## src/rtl/serial_adder_pkg.sv

```systemverilog
// Shared types and elaboration helpers for the chunk-serial adder.
package serial_adder_pkg;

    typedef enum logic [1:0] {
        IDLE,
        RUN,
        DONE
    } state_t;

    function automatic bit chunk_fits(input int unsigned width, input int unsigned chunk);
        return (chunk != 0) && (width % chunk == 0);
    endfunction

endpackage

```

## src/rtl/chunk_add.sv

```systemverilog
// Combinational CHUNK-bit adder; also reports the carry into its MSB for overflow detection.
module chunk_add #(
    parameter int unsigned CHUNK = 4
) (
    input  logic [CHUNK-1:0] a,
    input  logic [CHUNK-1:0] b,
    input  logic             cin,
    output logic [CHUNK-1:0] sum,
    output logic             cout,
    output logic             cmsb
);

    logic [CHUNK:0] full;

    always_comb begin
        full = {1'b0, a} + {1'b0, b} + {{CHUNK{1'b0}}, cin};
        sum  = full[CHUNK-1:0];
        cout = full[CHUNK];
        // sum bit = a ^ b ^ carry_in, so the MSB carry-in falls out of the sum bit
        cmsb = full[CHUNK-1] ^ a[CHUNK-1] ^ b[CHUNK-1];
    end

endmodule

```

## src/rtl/serial_chunk_adder.sv

```systemverilog
// Adds two WIDTH-bit operands CHUNK bits per cycle with valid/ready handshakes on both sides.
module serial_chunk_adder
    import serial_adder_pkg::*;
#(
    parameter int unsigned WIDTH = 16,
    parameter int unsigned CHUNK = 4
) (
    input  logic             clk,
    input  logic             rst,
    input  logic             in_valid,
    output logic             in_ready,
    input  logic [WIDTH-1:0] a,
    input  logic [WIDTH-1:0] b,
    input  logic             cin,
    output logic             out_valid,
    input  logic             out_ready,
    output logic [WIDTH-1:0] sum,
    output logic             cout,
    output logic             ovf
);

    localparam int unsigned NCH = WIDTH / CHUNK;
    localparam int unsigned KW  = (NCH > 1) ? $clog2(NCH) : 1;

    if (!chunk_fits(WIDTH, CHUNK)) begin : g_bad_chunk
        $error("serial_chunk_adder: WIDTH must be a non-zero multiple of CHUNK");
    end

    state_t              state;
    logic [KW-1:0]       k;
    logic                carry;
    logic [WIDTH-1:0]    a_q;
    logic [WIDTH-1:0]    b_q;
    logic [CHUNK-1:0]    a_ch;
    logic [CHUNK-1:0]    b_ch;
    logic [CHUNK-1:0]    c_sum;
    logic                c_cout;
    logic                c_msb;
    logic                last;

    always_comb begin
        a_ch = '0;
        b_ch = '0;
        for (int i = 0; i < NCH; i++) begin
            if (k == KW'(i)) begin
                a_ch = a_q[i*CHUNK +: CHUNK];
                b_ch = b_q[i*CHUNK +: CHUNK];
            end
        end
        last = (k == KW'(NCH - 1));
    end

    chunk_add #(
        .CHUNK(CHUNK)
    ) u_chunk_add (
        .a   (a_ch),
        .b   (b_ch),
        .cin (carry),
        .sum (c_sum),
        .cout(c_cout),
        .cmsb(c_msb)
    );

    always_ff @(posedge clk) begin
        if (rst) begin
            state     <= IDLE;
            k         <= '0;
            carry     <= 1'b0;
            sum       <= '0;
            cout      <= 1'b0;
            ovf       <= 1'b0;
            out_valid <= 1'b0;
            in_ready  <= 1'b1;
        end else begin
            unique case (state)
                IDLE: begin
                    if (in_valid) begin
                        a_q      <= a;
                        b_q      <= b;
                        carry    <= cin;
                        k        <= '0;
                        in_ready <= 1'b0;
                        state    <= RUN;
                    end
                end
                RUN: begin
                    for (int i = 0; i < NCH; i++) begin
                        if (k == KW'(i)) begin
                            sum[i*CHUNK +: CHUNK] <= c_sum;
                        end
                    end
                    carry <= c_cout;
                    k     <= k + 1'b1;
                    if (last) begin
                        cout      <= c_cout;
                        ovf       <= c_cout ^ c_msb;
                        out_valid <= 1'b1;
                        state     <= DONE;
                    end
                end
                DONE: begin
                    if (out_ready) begin
                        out_valid <= 1'b0;
                        in_ready  <= 1'b1;
                        state     <= IDLE;
                    end
                end
                default: state <= IDLE;
            endcase
        end
    end

endmodule

```

## config.mk

```make
export PLATFORM = sky130hd
export DESIGN_NAME = serial_chunk_adder
export DESIGN_NICKNAME = d
export VERILOG_FILES = /design/src/rtl/serial_adder_pkg.sv /design/src/rtl/chunk_add.sv /design/src/rtl/serial_chunk_adder.sv
export SDC_FILE = /design/constraint.sdc
export NUM_CORES = 1
export LEC_CHECK = 0
export ABC_CLOCK_PERIOD_IN_PS = 4700
export CORE_UTILIZATION = 49
export CTS_CLUSTER_DIAMETER = 150
export DETAILED_ROUTE_END_ITERATION = 6
export GPL_TIMING_DRIVEN = 0
export PLACE_DENSITY_LB_ADDON = 0.25
export SKIP_LAST_GASP = 1
export SYNTH_ARGS = -nofsm -noshare
export SYNTH_HDL_FRONTEND = slang
export SYNTH_HIERARCHICAL = 1
export SYNTH_SLANG_ARGS = --single-unit
```

## constraint.sdc

```tcl
create_clock -name clk -period 4.7 [get_ports clk]
set_input_delay 0.94 -clock clk [delete_from_list [all_inputs] [get_ports clk]]
set_output_delay 0.94 -clock clk [all_outputs]
set_load 0.02 [all_outputs]
```

==> impl_metrics.csv <==
group,metric,value,unit
status,run_status,"finished, final reports clean",
clocking,cts_root_buf,"clkbuf_8",
synth,synth.avg_cell_area,12.3,um2
floorplanning,dieArea,5140,um2
floorplanning,coreArea,4500,um2
place,dpl_cell_area,3020,um2
layout,final_util,0.711,
global_routing,antenna_found_initial,0,
routing,wl_per_cell,13.9,um
synth,async_reset_ff_frac,0,
sta,period_share,0.649,
synth,synthCells,194,
layout,fin_nets,308,
setup_path,crit_required,4.95,ns
setup_path,worstSetupPathType,"flip-flop to flip-flop",
setup_path,reg2regPathDepth,14,
clocking,clockBufferDepth,2,
min_path,hold_class,"flip-flop to flip-flop",
routing,drc,0,
routing,drt_iter0_markers,77,
setup_path,regToRegSetupSlack,1.65,ns
synth,synth_edf_count,32,
sta,hold_ws,0.452,ns
sta,rsz0062_at_grt,"no",
min_path,hold_end,"sum[14]$_SDFFE_PP0P_",
routing,vias_per_cell,5.12,
clocking,cts_buffers,9,
place,place_inst,303,
routing,first_pass_iters,5,
clocking,cts_resized,0,
layout,syn_to_final_growth,34.5,%
setup_path,worst_r2r_endpoint,"ovf$_SDFFE_PP0P_",
clocking,cts.sinks,57,
clocking,hold_buffers,0,
run,cap_violations,0,
setup_path,r2r_start,"k[0]$_SDFFE_PP0P_",
layout,design_area,3200,um2
floorplanning,die_h,71.7,um
synth,ys_types,36,
min_path,min_from,"sum[14]$_SDFFE_PP0P_",
routing,vias,1633,
min_path,whs_path_depth,2,
clocking,clk_pin_slew,0.06,ns
synth,synth_ff_type,"edfxtp_1",
sta,max_freq,0.328,GHz
setup_path,worstPathMaxFanout,7,
floorplanning,core.rowCount,24,
clocking,tritoncts,"built",
place,port_buffers,55,
layout,n_antenna_cell,0,
synth,synth_area,2380,um2
floorplanning,dieWidth,71.7,um
synth,seq_area_frac_synth,0.614,
global_routing,overflow,0,
power_and_ir_drop,power.density,379,nW/um2
layout,drive_gt1_frac,0.0936,
power_and_ir_drop,max-vdd-ir-drop,0.238,mV
clocking,clk_latency,0.33,ns
place,gp_congestion,0.812,
synth,synth_nets,240,
sta,slew_violations,0,
clocking,post_cts_buffers,0,
place,dp.final_hpwl,3.31,mm
setup_path,cp-startpoint,"k[0]$_SDFFE_PP0P_",
sta,finalSetupViolCount,0,
setup_path,worstPathArrival,3.30,ns
sta,worstMarginPinSlew,0.577,ns
setup_path,endpoint_kind,"flip-flop",
sta,fin_skew,0.00276,ns
floorplanning,start_util,0.529,
global_routing,grt_usage,0.195,
global_routing,grt_pass1_vias,1607,
sta,layout_min_cycle_time,3.05,ns
sta,hold_viol,0,
global_routing,grt_pass1_wl,7.25,mm
synth,ys_warn_count,6,
routing,drt-total-wl,4.45,mm
synth,ys_seq_elements,57,
power_and_ir_drop,p_leak,0.00123,uW
setup_path,crit_path_start_kind,"flip-flop",
clocking,htree_levels,3,
global_routing,grt_max_degree,16,
floorplanning,io_pins,57,
layout,instances_no_fill,319,
sta,slew_headroom,0.614,
routing,ant_nets,0,
## layout make-up
cell class,count,area [um2]
multi-input combinational,121,850
clock buffer,11,131
clock inverter,5,46.3
tap,52,65.1
inverter,7,26.3
sequential,57,1460
buffer,9,48.8
timing repair buffer,57,573
fill,348,1300
## power breakdown
part | leakage [uW] | internal (uW) | switching (uW)
logic | 0.000639 | 115 | 121
registers | 0.000500 | 552 | 10.7
clock network | 0.0000898 | 239 | 177
## worst max-delay path: stages, from the launching register on
cell      delay [ns]
dfxtp_1         0.34
inv_1           0.11
ha_1            0.23
nor2b_1         0.15
clkbuf_1        0.34
a22oi_1         0.12
a21oi_1         0.28
fa_1            0.25
inv_1           0.06
fa_1            0.41
nor2b_1         0.14
o21ai_0         0.09
nand2b_1        0.15
xnor2_1         0.10
a211oi_1        0.21
## kinds of logic (layout without fill, tap and decap cells)
kind of cell	count (synthesis)	after routing	synth area share
mux	12	12	0.0504
buf+inv	16	89	0.0315
fa+ha+maj	9	9	0.0536
flops	57	57	0.614
compound gates	40	40	0.108
xor+xnor	6	6	0.0221
simple gates	54	54	0.121
## per-stage QoR
step / power, uW / worst slack (ns) / TNS, ns
floorplan: 728 / 0.702 / 0
global placement: 803 / -0.214 / -6.82
detailed placement: 811 / 1.63 / 0
CTS: 1220 / 1.61 / 0
global route: 1270 / 1.33 / 0
finish: 1210 / 1.65 / 0
## cell usage after synthesis (all sizes together) (2+ instances only)
library cell	instances	area (um2)
a211oi	2	15.0
a21oi	16	95.1
a22oi	7	52.6
buf	5	33.8
clkbuf	4	15.0
dfxtp	25	500
edfxtp	32	961
fa	2	40.0
ha	7	87.6
inv	6	22.5
mux2i	12	120
nand2	13	48.8
nand2b	5	31.3
nand3b	6	56.3
nor2	17	63.8
nor2b	4	25.0
nor3	3	15.0
o21ai	4	20.0
o22ai	7	43.8
or3b	2	17.5
xnor2	6	52.6
## registers in the layout, summed over array words and instances (netlist names)
register / cells
a_q: 16
b_q: 16
carry: 1
cout: 1
in_ready: 1
k: 2
out_valid: 1
ovf: 1
state: 2
sum: 16
## cell usage in the layout, fill, tap and decap left out, drive strengths merged
master         netlist  final
nand2b               5      5
edfxtp              32     32
mux2i               12     12
a21oi               16     16
clkdlybuf4s50        0     55
inv                  6      6
dfxtp               25     25
a21o                 1      1
a22oi                7      7
buf                  5      7
nor4                 1      1
bufinv               0      1
fa                   2      2
nand3b               6      6
a31oi                1      1
o32ai                1      1
a21boi               1      1
and3b                1      1
nor2b                4      4
o21ai                4      4
a211oi               2      2
o22ai                7      7
xnor2                6      6
nand3                1      1
clkbuf               4     15
or4b                 1      1
nor2                17     17
clkinv               1      5
ha                   7      7
or3b                 2      2
nor3                 3      3
nand2               13     13
## routing by layer
metal,up-vias,global-route usage,routed length [um]
met4,0,0.120,85
met3,7,0.0675,211
met2,49,0.326,2300
met1,744,0.215,1850
li1,833,-,-
met5,-,0,0
## how the worst max path moves through the flow
stage,to,slack [ns]
2_1_floorplan,a_q[0]$_DFFE_PP_,0.70
3_3_place_gp,a_q[6]$_DFFE_PP_,-0.21
3_5_place_dp,ovf$_SDFFE_PP0P_,1.63
4_1_cts,ovf$_SDFFE_PP0P_,1.61
5_1_grt,ovf$_SDFFE_PP0P_,1.33
6_report,ovf$_SDFFE_PP0P_,1.65
Note: power is estimated with default switching activity, not from simulation.
